**src/rtl/lea_pkg.sv**
```systemverilog
// Shared LEA datapath definitions: default widths and the block-packer state encoding.
`timescale 1ns/1ps
package lea_pkg;

  localparam int LEA_BYTE_W  = 8;
  localparam int LEA_BLOCK_W = 128;

  typedef enum logic {
    PK_FILL = 1'b0,
    PK_HOLD = 1'b1
  } pk_state_t;

endpackage

```
**src/rtl/lea_lane_place.sv**
```systemverilog
// Lane write-enable decoder: maps lane index and order to a one-hot lane mask.
`timescale 1ns/1ps
module lea_lane_place #(
  parameter int N  = 16,
  parameter int CW = $clog2(N + 1)
) (
  input  logic [CW-1:0] i_idx,
  input  logic          i_msb,
  output logic [N-1:0]  o_mask
);

  logic [CW-1:0] w_pos;

  // MSB-first order mirrors the index so lane 0 lands in the top slot.
  assign w_pos = i_msb ? (CW'(N - 1) - i_idx) : i_idx;

  always_comb begin
    o_mask = '0;
    for (int i = 0; i < N; i++) begin
      if (w_pos == CW'(i)) o_mask[i] = 1'b1;
    end
  end

endmodule

```
**src/rtl/lea_block_packer.sv**
```systemverilog
// Stream-to-block packer: assembles IN_W-bit lanes into BLOCK_W-bit blocks with a
// one-block hold stage so lane intake continues while the output is back-pressured.
`timescale 1ns/1ps
module lea_block_packer
  import lea_pkg::*;
#(
  parameter  int IN_W    = LEA_BYTE_W,
  parameter  int BLOCK_W = LEA_BLOCK_W,
  localparam int N       = BLOCK_W / IN_W,
  localparam int CW      = $clog2(N + 1)
) (
  input  logic               clk,
  input  logic               rst_n,
  input  logic               clear,
  input  logic               msb_first,
  input  logic               in_valid,
  output logic               in_ready,
  input  logic [IN_W-1:0]    in_data,
  input  logic               in_last,
  output logic               out_valid,
  input  logic               out_ready,
  output logic [BLOCK_W-1:0] out_data,
  output logic [CW-1:0]      out_count,
  output logic               out_last
);

  pk_state_t          r_state;
  pk_state_t          w_state_next;
  logic               r_in_ready;
  logic [CW-1:0]      r_cnt;
  logic               r_msb;
  logic [BLOCK_W-1:0] r_asm;
  logic [CW-1:0]      r_hold_cnt;
  logic               r_hold_last;
  logic               r_out_valid;
  logic [BLOCK_W-1:0] r_out_data;
  logic [CW-1:0]      r_out_count;
  logic               r_out_last;

  logic               w_msb_eff;
  logic [N-1:0]       w_mask;
  logic [BLOCK_W-1:0] w_asm_next;
  logic               w_accept;
  logic               w_close;
  logic               w_slot_free;

  // Order comes live from the port on lane 0, then from the latched copy.
  assign w_msb_eff   = (r_cnt == '0) ? msb_first : r_msb;
  assign w_accept    = in_valid && r_in_ready;
  assign w_close     = w_accept && ((r_cnt == CW'(N - 1)) || in_last);
  assign w_slot_free = !r_out_valid || out_ready;

  lea_lane_place #(
    .N  (N),
    .CW (CW)
  ) u_lane_place (
    .i_idx  (r_cnt),
    .i_msb  (w_msb_eff),
    .o_mask (w_mask)
  );

  always_comb begin
    w_asm_next = r_asm;
    for (int i = 0; i < N; i++) begin
      if (w_mask[i]) w_asm_next[i*IN_W +: IN_W] = in_data;
    end
  end

  always_comb begin
    w_state_next = r_state;
    case (r_state)
      PK_FILL: if (w_close && !w_slot_free) w_state_next = PK_HOLD;
      PK_HOLD: if (w_slot_free) w_state_next = PK_FILL;
      default: w_state_next = PK_FILL;
    endcase
    if (clear) w_state_next = PK_FILL;
  end

  always_ff @(posedge clk or negedge rst_n) begin
    if (!rst_n) begin
      r_state    <= PK_FILL;
      r_in_ready <= 1'b1;
    end else begin
      r_state    <= w_state_next;
      r_in_ready <= (w_state_next == PK_FILL);
    end
  end

  always_ff @(posedge clk or negedge rst_n) begin
    if (!rst_n) begin
      r_cnt       <= '0;
      r_msb       <= 1'b0;
      r_asm       <= '0;
      r_hold_cnt  <= '0;
      r_hold_last <= 1'b0;
      r_out_valid <= 1'b0;
      r_out_data  <= '0;
      r_out_count <= '0;
      r_out_last  <= 1'b0;
    end else if (clear) begin
      r_cnt       <= '0;
      r_asm       <= '0;
      r_out_valid <= 1'b0;
    end else begin
      if (out_ready) r_out_valid <= 1'b0;
      case (r_state)
        PK_FILL: begin
          if (w_accept) begin
            if (r_cnt == '0) r_msb <= msb_first;
            if (w_close) begin
              r_cnt <= '0;
              if (w_slot_free) begin
                r_out_valid <= 1'b1;
                r_out_data  <= w_asm_next;
                r_out_count <= r_cnt + CW'(1);
                r_out_last  <= in_last;
                r_asm       <= '0;
              end else begin
                r_asm       <= w_asm_next;
                r_hold_cnt  <= r_cnt + CW'(1);
                r_hold_last <= in_last;
              end
            end else begin
              r_asm <= w_asm_next;
              r_cnt <= r_cnt + CW'(1);
            end
          end
        end
        PK_HOLD: begin
          if (w_slot_free) begin
            r_out_valid <= 1'b1;
            r_out_data  <= r_asm;
            r_out_count <= r_hold_cnt;
            r_out_last  <= r_hold_last;
            r_asm       <= '0;
            r_cnt       <= '0;
          end
        end
        default: ;
      endcase
    end
  end

  assign in_ready  = r_in_ready;
  assign out_valid = r_out_valid;
  assign out_data  = r_out_data;
  assign out_count = r_out_count;
  assign out_last  = r_out_last;

endmodule

```
**config.mk**
```make
export PLATFORM = sky130hd
export DESIGN_NAME = lea_block_packer
export DESIGN_NICKNAME = d
export VERILOG_FILES = /design/src/rtl/lea_pkg.sv /design/src/rtl/lea_lane_place.sv /design/src/rtl/lea_block_packer.sv
export SDC_FILE = /design/constraint.sdc
export NUM_CORES = 1
export LEC_CHECK = 0
export ABC_AREA = 1
export CORE_MARGIN = 2
export CORE_UTILIZATION = 50
export CTS_CLUSTER_DIAMETER = 80
export DETAILED_ROUTE_END_ITERATION = 12
export PLACE_DENSITY = 0.76
export SLEW_MARGIN = 0
export SYNTH_ARGS = -nofsm -noshare
export SYNTH_HDL_FRONTEND = slang
export SYNTH_SLANG_ARGS = --single-unit
```
**constraint.sdc**
```tcl
create_clock -name clk -period 4 [get_ports clk]
set_clock_uncertainty 0.1 [all_clocks]
set_input_delay 0.4 -clock clk [delete_from_list [all_inputs] [get_ports clk]]
set_output_delay 0.4 -clock clk [all_outputs]
set_load 0.02 [all_outputs]
```
[Word-level counts from Yosys, hierarchy flattened]
Index checks and enable logic that the tools add are counted.
Storage, ports and cells
  bits of input ports: 15
  flip-flop bits (word level): 277
Operators by class
  add/subtract/negate cells: 2
  reductions and logical operators: 13
  mux-type cells: 70
  equality and inequality tests: 22
  bitwise gates (word level): 4
Operators with widths (count)
  128-bit two-way mux: 9
  128-bit case mux with 2 select lines: 2
  8-bit two-way mux: 16
  5-bit by 4-bit == test with 1-bit output (second input constant): 9
  5-bit two-way mux: 9
  1-bit two-way mux: 29
  5-bit by 3-bit == test with 1-bit output (second input constant): 4
  5-bit case mux with 2 select lines: 2
  5-bit by 2-bit == test with 1-bit output (second input constant): 2
  5-bit logical NOT: 2
  5-bit AND reduction: 2
  2-bit inequality test (second input constant): 3
  1-bit case mux with 2 select lines: 3
  5-bit by 1-bit adder with 5-bit output (second input constant): 1
  5-bit by 1-bit == test with 1-bit output (second input constant): 1
  4-bit by 5-bit subtractor with 5-bit output (first input constant): 1
  1-bit NOT: 4
  1-bit logical AND: 3
  3-bit by 2-bit inequality test with 1-bit output (second input constant): 1
  3-bit inequality test (second input constant): 1
  3-bit AND reduction: 1
  1-bit logical NOT: 2
  1-bit logical OR: 2
  2-bit by 1-bit inequality test with 1-bit output (second input constant): 1
  2-bit AND reduction: 1

[Depth between registers and ports, before layout]
  depth in word-level cells: 11
  gate-level depth with buffers: 16

[Hierarchy]
A second synthesis with hierarchy kept.
Unflattened totals
  cell total of the unflattened synthesis: 2129
  area, all modules: 14637.8 µm²
Modules (own cells, without submodules)
  lea_block_packer: area an instance 14422.6 µm², cells each 2081, times used 1
  lea_lane_place: area an instance 215.2 µm², cells each 48, times used 1

[Worst setup path after synthesis]
OpenSTA, ideal clock, no wires.
  path kind: flip-flop to flip-flop
  start point: register r_cnt[0]
  end point: register r_asm[104]
  buffers on the path: 1
  stages on the path, launching flop included: 16
  path slack: 1.661 ns
  library setup time: 0.083 ns
  arrival time: 2.156 ns
  cells stage by stage: dfrtp_1 > inv_1 > ha_1 > inv_1 > nor2_1 > nand2_1 > nand2_2 > nand2_2 > nand2_1 > nand2_1 > nor2_2 > buf_2 > nand3_1 > nand2_1 > nand2_1 > o21ai_0
On the way
  word-level cells in the longest chain between the ends: 11
RTL lines
  from (decl): RTL line lea_block_packer.sv:30  | logic [CW-1:0] r_cnt;
  from (signal assigned): RTL line lea_block_packer.sv:125  | r_cnt <= r_cnt + CW'(1);
  parallel branches: the longest is 7 deep, another holds 4-bit by 5-bit subtractor with 5-bit output
  128-bit two-way mux (*): RTL line lea_block_packer.sv:110  | if (w_close) begin
  128-bit two-way mux (*): RTL line lea_block_packer.sv:108  | if (w_accept) begin
  128-bit case mux with 2 select lines (*): RTL line lea_block_packer.sv:106  | case (r_state)
  128-bit two-way mux (*): RTL line lea_block_packer.sv:100  | end else if (clear) begin
  to (signal assigned): RTL line lea_block_packer.sv:119  | r_asm <= w_asm_next;
  to (signal assigned): RTL line lea_block_packer.sv:124  | r_asm <= w_asm_next;
  to (decl): RTL line lea_block_packer.sv:32  | logic [BLOCK_W-1:0] r_asm;
Every way passes the cells marked *. The select of a mux whose other input is x is not followed.
A chain may end at the register's enable or synchronous reset.

[Final worst setup path]
  start point: register r_cnt[0]
  end point: register r_out_data[68] (netlist: out_data[68])
On the way
  word-level cells in the longest chain between the ends: 10
RTL lines
  parallel branches: the longest is 10 deep, another holds 4-bit by 5-bit subtractor with 5-bit output
  to (signal assigned): RTL line lea_block_packer.sv:114  | r_out_data <= w_asm_next;
  to (signal assigned): RTL line lea_block_packer.sv:132  | r_out_data <= r_asm;
  to (decl): RTL line lea_block_packer.sv:36  | logic [BLOCK_W-1:0] r_out_data;
Several ways; the timed one is not identified. The select of a mux whose other input is x is not followed.

==> results.cfg <==
[logic_synthesis]
synth-seq-cells = 277
synth.area.top_cells = dfrtp_1 48%, nand2_1 18%, nand3_1 9.6%
synth_edf_count = 0
syn-num-nets = 1954
synthMostInstantiatedCell = nand2_1
synth_cells = 1937
yosys_warnings = 0
synth_mux_area_share_pct = 0
ys_types = 24
synth.largest_area_cell = dfrtp_1
syn_area_per_cell_um2 = 7.35
async_flop_share_pct = 100
netlist_area_mm2 = 0.0142
yosysTopAreaCellShare_pct = 48.5
ys_seq_area_share_pct = 48.7
synth_ff_type = dfrtp_1
synth_compound_area_share_pct = 13.8
synthSimpleGateAreaFrac_pct = 29.4
netlist_top_cells_count = 693 x nand2_1, 276 x dfrtp_1, 274 x nand3_1, 154 x inv_1, 150 x a21oi_1
synth-xor-area-share_pct = 0.184
synthAdderAreaFrac_pct = 0.176
synth_top_family_by_area = simple AND/OR/NAND/NOR gates

[floorplan]
die-width_um = 173
fp.dieArea_mm2 = 0.0299
start_util_pct = 51.0
io_pins = 151
die_h_um = 173
core_mm2 = 0.0279
num_rows = 61

[clocking]
tritoncts = yes
clock_sinks = 277
cts.clk_slew.worst_paths_ps = 60
htreeDepth = 1
cts_buffer_depth = 3
clock_latency_ps = 560
numCtsBuffers = 31
cts_root_buf = clkbuf_16

[sta]
holdWs_ps = 370
max_freq_mhz = 307
finalHoldViolations = 0
rsz0062_at_grt = no
max-slew-margin-rel_pct = 20.6
min_period_over_period_pct = 81.6
fin_tns_setup_ps = 0
slew_viol_final = 0
period_needed_ps = 3260
final-setup-viol-count = 0
worstMarginPinSlew_ps = 1190
finalWorstSetupSlack_ps = 737

[route]
routed-wl-met3_um = 3140
firstDrtPassIters = 5
drc = 0
ant_nets = 0
num_vias = 13700
wl_met2_um = 20100
routed_wl_um = 42000
drt-initial-drc-count = 1453
wl_met1_um = 17400
wl_per_cell_um = 17.4
viasPerCell = 5.67
topRoutingLayerUsed = met4

[critical_path]
slowest_delay_ps = 650
slowest_stage = nand3_1
crit_required_ps = 4340
crit_family = simple AND/OR/NAND/NOR gates
worstSetupPathType = flip-flop to flip-flop
end_kind = flip-flop
ff2ff_setup_slack_ps = 740
start_kind = flip-flop
cpMostUsedCell = nand2_1
cp_data_arrival_time_ps = 3600
path_cells = inv_1, ha_1, inv_1, nor2_1, nand3_2, nand2_2, nand2_1, nand2_1, nand3_1, o21bai_1, nand3_1, nand2_1, nand2_1
crit_buf_inv = 2
worstPathMaxFanout = 16

[power_and_ir_drop]
sw_frac_of_total_pct = 30.6
ir_drop_uv = 330
p_sw_w = 0.00237
sequentialPowerShare_pct = 40.9
intPower_w = 0.00536
p_clk_share_pct = 38.0
p_leak_nw = 8.91
power_frac_comb_pct = 21.1
power_density_mw_per_mm2 = 452

[place]
io_buffers = 150
placed_cells = 2365
pre_cts_slack_ps = 804
post-dp-hpwl_um = 24700
routabilityCongestion = 0.879

[global_route]
grt_pass1_wl_um = 68500
track_usage_pct = 27.5
grt_overflow = 0
first_global_vias = 13400
antenna_found_initial = 1
grt_max_degree = 123

[worst_hold_path]
holdCritPathClass = flip-flop to flip-flop

[finish]
areaGrowthSynthToFinish_pct = 19.9
final_util_pct = 61.1
fillers = 2552
nNetsFinal = 2038
final_layout_size_suffix_gt1_share_pct = 4.75
stdcell_count = 2423

[outcome]
status = finished, final reports clean

[run]
maxCapViolCount = 0
## cells in the final DEF (no fill, tap or decap), types with 7 or more instances in the layout
master / netlist / layout
buf_4: 2 / 18
clkbuf_1: 84 / 7
clkbuf_8: 0 / 9
nand2_1: 693 / 691
nor2_2: 11 / 10
clkbuf_16: 0 / 31
o21bai_1: 64 / 64
nand3_1: 274 / 274
o21ai_0: 99 / 99
a21oi_1: 150 / 150
clkdlybuf4s50_1: 0 / 149
o21ai_1: 35 / 35
dfrtp_1: 276 / 275
buf_12: 0 / 7
inv_1: 154 / 154
nor2_1: 29 / 29
## cell type report
cell class / count / area (um^2) / area share (%)
sequential: 277 / 6940 / 40.6
multi-input combinational: 1377 / 6230 / 36.5
timing repair buffer: 176 / 1790 / 10.5
inverter: 158 / 596 / 3.49
tap: 378 / 473 / 2.77
antenna: 1 / 2.50 / 0.0147
clock buffer: 47 / 926 / 5.42
clock inverter: 9 / 124 / 0.725
## logic make-up (layout without fill, tap and decap cells)
logic type	after synthesis	count (layout)
other cells	0	1
flops	277	277
fa+ha+maj	2	2
simple gates	1013	1013
xor+xnor	3	3
buf+inv	283	390
compound gates	359	359
## through the flow
step	instance area [um^2]	total power (W)
floorplan	14200	0.00409
global placement	16000	0.00479
detailed placement	16000	0.00482
CTS	17100	0.00774
global route	17100	0.00802
finish	17100	0.00773
## power by group through the flow
stage               registers (W)  clock network (W)  logic [W]
floorplan                 0.00339                  0   0.000704
global placement          0.00320                  0    0.00159
detailed placement        0.00320                  0    0.00162
CTS                       0.00316            0.00296    0.00163
global route              0.00318            0.00308    0.00176
finish                    0.00316            0.00294    0.00163
## sequential cells by signal, summed over array words and instances, names as in the netlist
| name | count |
|---|---|
| out_count | 5 |
| in_ready | 1 |
| r_asm | 128 |
| r_hold_cnt | 5 |
| r_cnt | 5 |
| out_last | 1 |
| r_state | 1 |
| out_valid | 1 |
| out_data | 128 |
| r_msb | 1 |
| r_hold_last | 1 |
## path summary, 6_finish.rpt
check	startpoint	endpoint	depth (start not counted)
max	r_cnt[0]$_DFFE_PN0P_	out_data[68]$_DFFE_PN0P_	13
min	r_hold_cnt[3]$_DFFE_PN0P_	r_hold_cnt[3]$_DFFE_PN0P_	2
max reg2reg	r_cnt[0]$_DFFE_PN0P_	out_data[68]$_DFFE_PN0P_	13
min reg2reg	r_hold_cnt[3]$_DFFE_PN0P_	r_hold_cnt[3]$_DFFE_PN0P_	2
max in group asynchronous	rst_n	r_asm[5]$_DFFE_PN0P_	3
min in group asynchronous	rst_n	out_data[3]$_DFFE_PN0P_	2
## per-layer routing
metal,global-route usage [%],vias up
met4,10.1,0
met5,0,-
met3,3.52,97
li1,-,6423
met1,36.9,6651
met2,46.2,576
## repair_timing
action                    4_1_cts  5_1_grt
hold buffers                    1        0
hold endpoints to repair      101        0
resized for setup               0        0
setup buffers                   0        0
## tightest hold or removal path: stages (launching register included)
cell and delay [ps]:
dfrtp_1 340, nand2_1 50, nand2_1 40
Power figures use the tool's default switching activity.
